<file path="config.mk">
export PLATFORM = sky130hd
export DESIGN_NAME = key_debounce
export DESIGN_NICKNAME = d
export VERILOG_FILES = /design/src/rtl/key_pkg.sv /design/src/rtl/key_debounce_ch.sv /design/src/rtl/key_debounce.sv
export SDC_FILE = /design/constraint.sdc
export NUM_CORES = 1
export LEC_CHECK = 0
export CORE_AREA = 2 2 66 83
export CTS_CLUSTER_SIZE = 24
export DETAILED_ROUTE_END_ITERATION = 16
export DIE_AREA = 0 0 68 85
export HOLD_SLACK_MARGIN = 0.05
export PLACE_DENSITY = 0.75
export SYNTH_ARGS = -nofsm -noshare
export SYNTH_HDL_FRONTEND = slang
export SYNTH_SLANG_ARGS = --single-unit
</file>
<file path="constraint.sdc">
create_clock -name clk50M -period 2 [get_ports clk50M]
set_input_delay 0.4 -clock clk50M [delete_from_list [all_inputs] [get_ports clk50M]]
set_output_delay 0.4 -clock clk50M [all_outputs]
set_load 0.02 [all_outputs]
</file>
<file path="src/rtl/key_pkg.sv">
// rtl/key_pkg.sv - shared constants and filter state encoding for key_debounce
package key_pkg;

  localparam int CLK_PER_MS = 50000;

  typedef logic [1:0] key_state_t;

  localparam key_state_t ST_UP      = 2'd0;
  localparam key_state_t ST_WAIT_DN = 2'd1;
  localparam key_state_t ST_DN      = 2'd2;
  localparam key_state_t ST_WAIT_UP = 2'd3;

endpackage

</file>
<file path="src/rtl/key_debounce_ch.sv">
// rtl/key_debounce_ch.sv - single key channel: synchroniser, debounce filter, level/pulse/toggle outputs
module key_debounce_ch
  import key_pkg::*;
#(
  parameter int DEBOUNCE_CYCLES = 1000000,
  parameter bit KEY_ACTIVE_LOW  = 1'b1
) (
  input  logic i_clk,
  input  logic i_rst,
  input  logic i_key_raw,
  output logic o_level,
  output logic o_press,
  output logic o_release,
  output logic o_toggle
);

  localparam int               CNT_W    = $clog2(DEBOUNCE_CYCLES);
  localparam logic [CNT_W-1:0] CNT_LAST = CNT_W'(DEBOUNCE_CYCLES - 1);
  localparam logic [CNT_W-1:0] CNT_ONE  = CNT_W'(1);
  localparam logic             RELEASED = KEY_ACTIVE_LOW;

  logic             r_sync0;
  logic             r_sync1;
  key_state_t       r_state;
  logic [CNT_W-1:0] r_cnt;
  logic             r_level;
  logic             r_press;
  logic             r_release;
  logic             r_toggle;

  logic             w_pressed;
  logic             w_cnt_done;
  key_state_t       w_state_nx;
  logic [CNT_W-1:0] w_cnt_nx;
  logic             w_accept_dn;
  logic             w_accept_up;

  // Polarity is normalised after the second flop so the filter always sees 1 = pressed.
  assign w_pressed  = r_sync1 ^ KEY_ACTIVE_LOW;
  assign w_cnt_done = (r_cnt == CNT_LAST);

  always_comb begin
    w_state_nx  = r_state;
    w_cnt_nx    = r_cnt;
    w_accept_dn = 1'b0;
    w_accept_up = 1'b0;
    case (r_state)
      ST_UP: begin
        if (w_pressed) begin
          w_state_nx = ST_WAIT_DN;
          w_cnt_nx   = CNT_ONE;
        end
      end
      ST_WAIT_DN: begin
        if (!w_pressed) begin
          w_state_nx = ST_UP;
          w_cnt_nx   = '0;
        end else if (w_cnt_done) begin
          w_state_nx  = ST_DN;
          w_cnt_nx    = '0;
          w_accept_dn = 1'b1;
        end else begin
          w_cnt_nx = r_cnt + CNT_ONE;
        end
      end
      ST_DN: begin
        if (!w_pressed) begin
          w_state_nx = ST_WAIT_UP;
          w_cnt_nx   = CNT_ONE;
        end
      end
      ST_WAIT_UP: begin
        if (w_pressed) begin
          w_state_nx = ST_DN;
          w_cnt_nx   = '0;
        end else if (w_cnt_done) begin
          w_state_nx  = ST_UP;
          w_cnt_nx    = '0;
          w_accept_up = 1'b1;
        end else begin
          w_cnt_nx = r_cnt + CNT_ONE;
        end
      end
      default: begin
        w_state_nx = ST_UP;
        w_cnt_nx   = '0;
      end
    endcase
  end

  always_ff @(posedge i_clk) begin
    if (i_rst) begin
      r_sync0   <= RELEASED;
      r_sync1   <= RELEASED;
      r_state   <= ST_UP;
      r_cnt     <= '0;
      r_level   <= 1'b0;
      r_press   <= 1'b0;
      r_release <= 1'b0;
      r_toggle  <= 1'b0;
    end else begin
      r_sync0   <= i_key_raw;
      r_sync1   <= r_sync0;
      r_state   <= w_state_nx;
      r_cnt     <= w_cnt_nx;
      r_press   <= w_accept_dn;
      r_release <= w_accept_up;
      if (w_accept_dn) begin
        r_level  <= 1'b1;
        r_toggle <= ~r_toggle;
      end else if (w_accept_up) begin
        r_level <= 1'b0;
      end
    end
  end

  assign o_level   = r_level;
  assign o_press   = r_press;
  assign o_release = r_release;
  assign o_toggle  = r_toggle;

endmodule

</file>
<file path="src/rtl/key_debounce.sv">
// rtl/key_debounce.sv - multi-key debouncer top, one independent channel per key
module key_debounce
  import key_pkg::*;
#(
  parameter int NUM_KEYS        = 2,
  parameter int DEBOUNCE_CYCLES = 20 * CLK_PER_MS,
  parameter bit KEY_ACTIVE_LOW  = 1'b1
) (
  input  logic                clk50M,
  input  logic                rst,
  input  logic [NUM_KEYS-1:0] key_raw,
  output logic [NUM_KEYS-1:0] key_level,
  output logic [NUM_KEYS-1:0] key_press,
  output logic [NUM_KEYS-1:0] key_release,
  output logic [NUM_KEYS-1:0] key_toggle
);

  for (genvar g = 0; g < NUM_KEYS; g++) begin : g_ch
    key_debounce_ch #(
      .DEBOUNCE_CYCLES(DEBOUNCE_CYCLES),
      .KEY_ACTIVE_LOW (KEY_ACTIVE_LOW)
    ) u_ch (
      .i_clk    (clk50M),
      .i_rst    (rst),
      .i_key_raw(key_raw[g]),
      .o_level  (key_level[g]),
      .o_press  (key_press[g]),
      .o_release(key_release[g]),
      .o_toggle (key_toggle[g])
    );
  end

endmodule

</file>
# ---- Word-level counts from Yosys, hierarchy flattened
# Index checks and enable logic that the tools add are counted.
dict set report word_totals {
  romBits 0
  memories 0
  in_bits 4
  word_cells 84
  output_inout_bits 8
  reg_bits 56
  latch_bits 0
  ram_bits 0
}
dict set report classes {
  bitwise 2
  n_lt_le_gt_ge 0
  n_shift 0
  addsub 2
  div_mod_pow 0
  reduce_logical 8
  mux 40
  n_mul 0
  n_eq_ne 16
}
# cell n
set ops {}
lappend ops {{$mux 20} 10}
lappend ops {{$pmux 20 s4} 2}
lappend ops {{$add 20x1->20 const B} 2}
lappend ops {{$eq 20x20->1 const B} 2}
lappend ops {{$mux 2} 12}
lappend ops {{$pmux 2 s4} 2}
lappend ops {{$mux 1} 14}
lappend ops {{$eq 2x2->1 const B} 4}
lappend ops {{$reduce_and 4->1} 2}
lappend ops {{$ne 3x1->1 const B} 2}
lappend ops {{$ne 3x3->1 const B} 2}
lappend ops {{$eq 2x1->1 const B} 2}
lappend ops {{$logic_not 2->1} 2}
lappend ops {{$ne 2x1->1 const B} 2}
lappend ops {{$ne 2x2->1 const B} 2}
lappend ops {{$reduce_and 2->1} 2}
lappend ops {{$reduce_bool 2->1} 2}
lappend ops {{$not 1->1} 2}

# ---- Depth between registers and ports, before layout
dict set report depth {
  word_depth 6
  mapped_depth 8
  depth_no_buf 6
}

# ---- Hierarchy
# From an unflattened synthesis, not the netlist that was laid out.
dict set report hier_totals {
  cells_unflattened 324
  area_unflattened_um2 2753.9
}
# mod area_each_um2 cells_each seq_area_each_um2 n_inst
set modules_own_cells {}
lappend modules_own_cells {{key_debounce_ch (g_ch[1].u_ch)} 1396.3 159 560.5 1}
lappend modules_own_cells {{key_debounce_ch (g_ch[0].u_ch)} 1357.6 165 560.5 1}

# ---- Worst setup path after synthesis
# OpenSTA, ideal clock, no wires.
dict set report synth_path {
  path_type {reg2reg}
  start {register g_ch[0].u_ch.r_cnt[0]}
  end {register g_ch[0].u_ch.r_cnt[8]}
  required_time_ns 1.926
  slack_ns 0.223
  path_stages_with_launch 7
  setup_time_ns 0.074
  path_buffers 0
  period_less_slack_ns 1.777
  t_arrival_ns 1.703
  cell_sequence {dfxtp_1 -> ha_1 -> and4_4 -> and4_4 -> a21oi_4 -> or4b_1 -> a31oi_1}
}
dict set report synth_via {
  elab_chain_cells 4
  word_cells_on_any_way 6
  cone_classes {add/sub (1); eq/ne (1); mux (4)}
}
# item line
set synth_rtl {}
lappend synth_rtl {{start: declaration} key_debounce_ch.sv:25} ;# logic [CNT_W-1:0] r_cnt;
lappend synth_rtl {{start signal: assignment} key_debounce_ch.sv:105} ;# r_cnt <= w_cnt_nx;
lappend synth_rtl {{$add 20x1->20 / $eq 20x20->1 (equally long branches)} {key_debounce_ch.sv:63, key_debounce_ch.sv:81, key_debounce_ch.sv:40}}
lappend synth_rtl {{$mux 20 *} {key_debounce_ch.sv:58, key_debounce_ch.sv:76}}
lappend synth_rtl {{$mux 20, on equally long branches} {key_debounce_ch.sv:73, key_debounce_ch.sv:55}}
lappend synth_rtl {{$pmux 20 s4 *} key_debounce_ch.sv:47} ;# case (r_state)
# Mark *: on every way between the ends. The rest lies on a longest branch, timed or not.
# A chain may end at the register's enable or synchronous reset.

# ---- Final worst setup path
dict set report layout_path {
  start {register g_ch[0].u_ch.r_cnt[1]}
  end {register g_ch[0].u_ch.r_cnt[17]}
}
# The elaborated chain is that of the path after synthesis.

==> flow_metrics.tcl <==
set metrics [dict create \
    grt_max_degree 31 \
    reg2reg_slack_ps 90 \
    rows 29 \
    setup-violations-final 0 \
    clk_latency_ps 320 \
    drive_gt1_share_pct 16.5 \
    timing.rr.end "g_ch[0].u_ch.r_cnt[17]" \
    critPathRequiredTime_ps 2220 \
    hold_depth 1 \
    die_y_um 85 \
    rsz0062_at_grt "false" \
    antenna_cells 0 \
    place_area_um2 3110 \
    grtUsageTotal_pct 20.7 \
    drc_errors 0 \
    worstHoldEndpoint "g_ch[1].u_ch.r_sync1" \
    fin_crit_sh_pct 95.3 \
    cts.sinks 56 \
    post_drt_wl_per_cell_um 13.8 \
    ir_worst_vdd_v 0.000424 \
    fin_cells 407 \
    drv_cap 0 \
    critPathMaxStageDelay_ps 390 \
    p_per_area_nw_per_um2 620 \
    areaGrowthSynthToFinish_pct 11.7 \
    finalPower_w 0.00201 \
    core_um2 5010 \
    critPathMaxFanout 30 \
    place_hpwl_um 4140 \
    relSlewSlack_pct 68.1 \
    grt_pass1_wl_um 9460 \
    cp-start-kind "flip-flop" \
    postSynthCellCount 329 \
    cp.arrival_ps 2120 \
    postRouteWirelength_um 5600 \
    cp_slowest_cell "dfxtp_1" \
    synth_area_leader_cell "dfxtp_1" \
    start_util_pct 57.9 \
    gp_congestion 0.814 \
    synth_seq_area_share_pct 38.7 \
    r2r_cells 7 \
    leakage_nw 1.11 \
    dp_cells 398 \
    drtAntennaViolNets 0 \
    ys_warn_count 0 \
    crit_top_cell "and4_4" \
    ys.flop_type "dfxtp_1" \
    ys_ff_latch 56 \
    cts_tree "built" \
    cts_max_level 2 \
    numCtsBuffers 5 \
    io_buffers 11 \
    nets 350 \
    outcome "completed" \
    worstSetupPathType "flip-flop to flip-flop" \
    finalCriticalPeriod_ps 1910 \
    num_vias 2403 \
    via_per_inst 5.90 \
    n_fill_cell 411 \
    worstPathCellList "ha_2 > and4_4 > and4_4 > a21oi_2 > buf_12 > and3_1 > a221o_1" \
    synth.top_cells.by_area "dfxtp_1, a31oi_1, a21oi_1" \
    final_area_um2 3240 \
    hold_class "flip-flop to flip-flop" \
    async_flop_share_pct 0 \
    yosysTopAreaCellShare_pct 38.7 \
    synth_area_per_cell_um2 8.82 \
    first_global_vias 2241 \
    antenna_found_initial 0 \
    clk_pin_slew_ps 100 \
    final_util_pct 64.7 \
    hp-start "g_ch[1].u_ch.r_sync0" \
    worst_pin_slew_ps 477 \
    synth_nets 335 \
    fmax_mhz 525 \
    clock_path_buffers 2 \
    drt_first_iter_violations 162 \
    synth_edf_count 0 \
    drtPass1Iterations 5 \
    die-area_um2 5780 \
    final_cell_mix "dfxtp_1, nand2_1, nor2_1, a21oi_1" \
    synth.distinct_cells 67 \
    io_pins 12 \
    timing.rr.start "g_ch[0].u_ch.r_cnt[1]" \
    clock_skew_ps 10.0 \
    grt_overflow 0 \
    hold_violations 0 \
    fin_setup_tns_ps 0 \
    die_width_um 68 \
    final_common_cell "dfxtp_1" \
    maxSlewViolCount 0 \
    syn-cell-area_um2 2900 \
    clock-root-buffer "clkbuf_8" \
    cp-end-kind "flip-flop" \
]
==> cell usage after synthesis (4+ instances only) <==
| cell type | instances |
|---|---|
| dfxtp_1 | 56 |
| nand4_1 | 13 |
| nor3_1 | 6 |
| nor2_1 | 27 |
| nand2b_1 | 5 |
| a21oi_1 | 22 |
| clkbuf_1 | 4 |
| a31oi_1 | 18 |
| inv_1 | 6 |
| nand3b_1 | 5 |
| xnor2_1 | 9 |
| nor3b_1 | 4 |
| nand3_1 | 17 |
| mux2i_1 | 4 |
| a22o_1 | 6 |
| and3_1 | 7 |
| o21ai_0 | 4 |
| or2_2 | 4 |
| buf_2 | 4 |
| nand2_1 | 28 |
| or3_1 | 4 |
| buf_4 | 12 |
==> power by group <==
group / switching, W / total (W) / internal (W)
clock network: 0.000378 / 0.000757 / 0.000379
registers: 0.0000133 / 0.00114 / 0.00113
logic: 0.0000612 / 0.000111 / 0.0000501
==> cell families after synthesis <==
| family | Yosys count | synth area share, % |
|---|---|---|
| flip-flops | 56 | 38.7 |
| XOR/XNOR | 11 | 3.58 |
| AND/OR/NAND/NOR | 151 | 31.4 |
| multiplexers | 4 | 1.38 |
| adder cells (fa/ha/maj) | 2 | 0.863 |
| buffers and inverters | 29 | 5.78 |
| AO/OA/AOI/OAI | 76 | 18.3 |
==> per-layer routing <==
metal	vias to the layer above	track usage (%)	wire length [um]	share of wire, %
met5	-	0	0	0
met4	0	8.18	89	1.6
met3	8	3.98	99	1.8
met2	20	37.4	2920	52
met1	1128	23.0	2490	44
li1	1247	-	-	-
==> critical path, delay by kind of cell, from the launching register on <==
family	cells	cell delay, ps
AND/OR/NAND/NOR	3	680
flip-flops	1	390
AO/OA/AOI/OAI	2	340
adder cells (fa/ha/maj)	1	230
buffers and inverters	1	160
==> layout make-up <==
cell class              instances  area [um^2]  share of cell area (%)
flip-flops and latches         56         1120                    34.6
repair buffers                 31          285                    8.81
inverters                       6         22.5                   0.695
well taps                      62         77.6                    2.39
clock inverters                 2         38.8                    1.20
multi-input cells             244         1620                    50.1
clock buffers                   6         72.6                    2.24
==> registers in the layout (all words and copies together), names as in the netlist, named ones only <==
name	flops
g_ch.u_ch.o_level	2
g_ch.u_ch.o_press	2
g_ch.u_ch.o_release	2
g_ch.u_ch.o_toggle	2
g_ch.u_ch.r_cnt	40
g_ch.u_ch.r_state	2
g_ch.u_ch.r_sync0	2
g_ch.u_ch.r_sync1	2
==> per-stage QoR <==
stage | hold slack, ps | setup WS [ps]
after floorplan | 389 | 223
after global placement | 390 | 139
after detailed placement | 393 | 91.1
after CTS | 418 | 73.6
after global routing | 430 | 16.5
final | 416 | 94.9
==> what timing repair did <==
item                                    4_1_cts  5_1_grt
resized for setup                             0        2
buffers inserted                              0        1
hold buffers                                  0        0
endpoints found under the setup margin        0        6
==> worst max path at each step <==
stage / startpoint / endpoint / slack, ps
after floorplan: g_ch[0].u_ch.r_cnt[0] / g_ch[0].u_ch.r_cnt[8] / 220
after global placement: rst / g_ch[0].u_ch.r_cnt[7] / 140
after detailed placement: g_ch[0].u_ch.r_cnt[1] / flip-flop / 90
after CTS: g_ch[0].u_ch.r_cnt[1] / flip-flop / 70
after global routing: g_ch[1].u_ch.r_cnt[0] / g_ch[1].u_ch.r_cnt[16] / 20
final: g_ch[0].u_ch.r_cnt[1] / g_ch[0].u_ch.r_cnt[17] / 90
(Power assumes the default switching activity.)
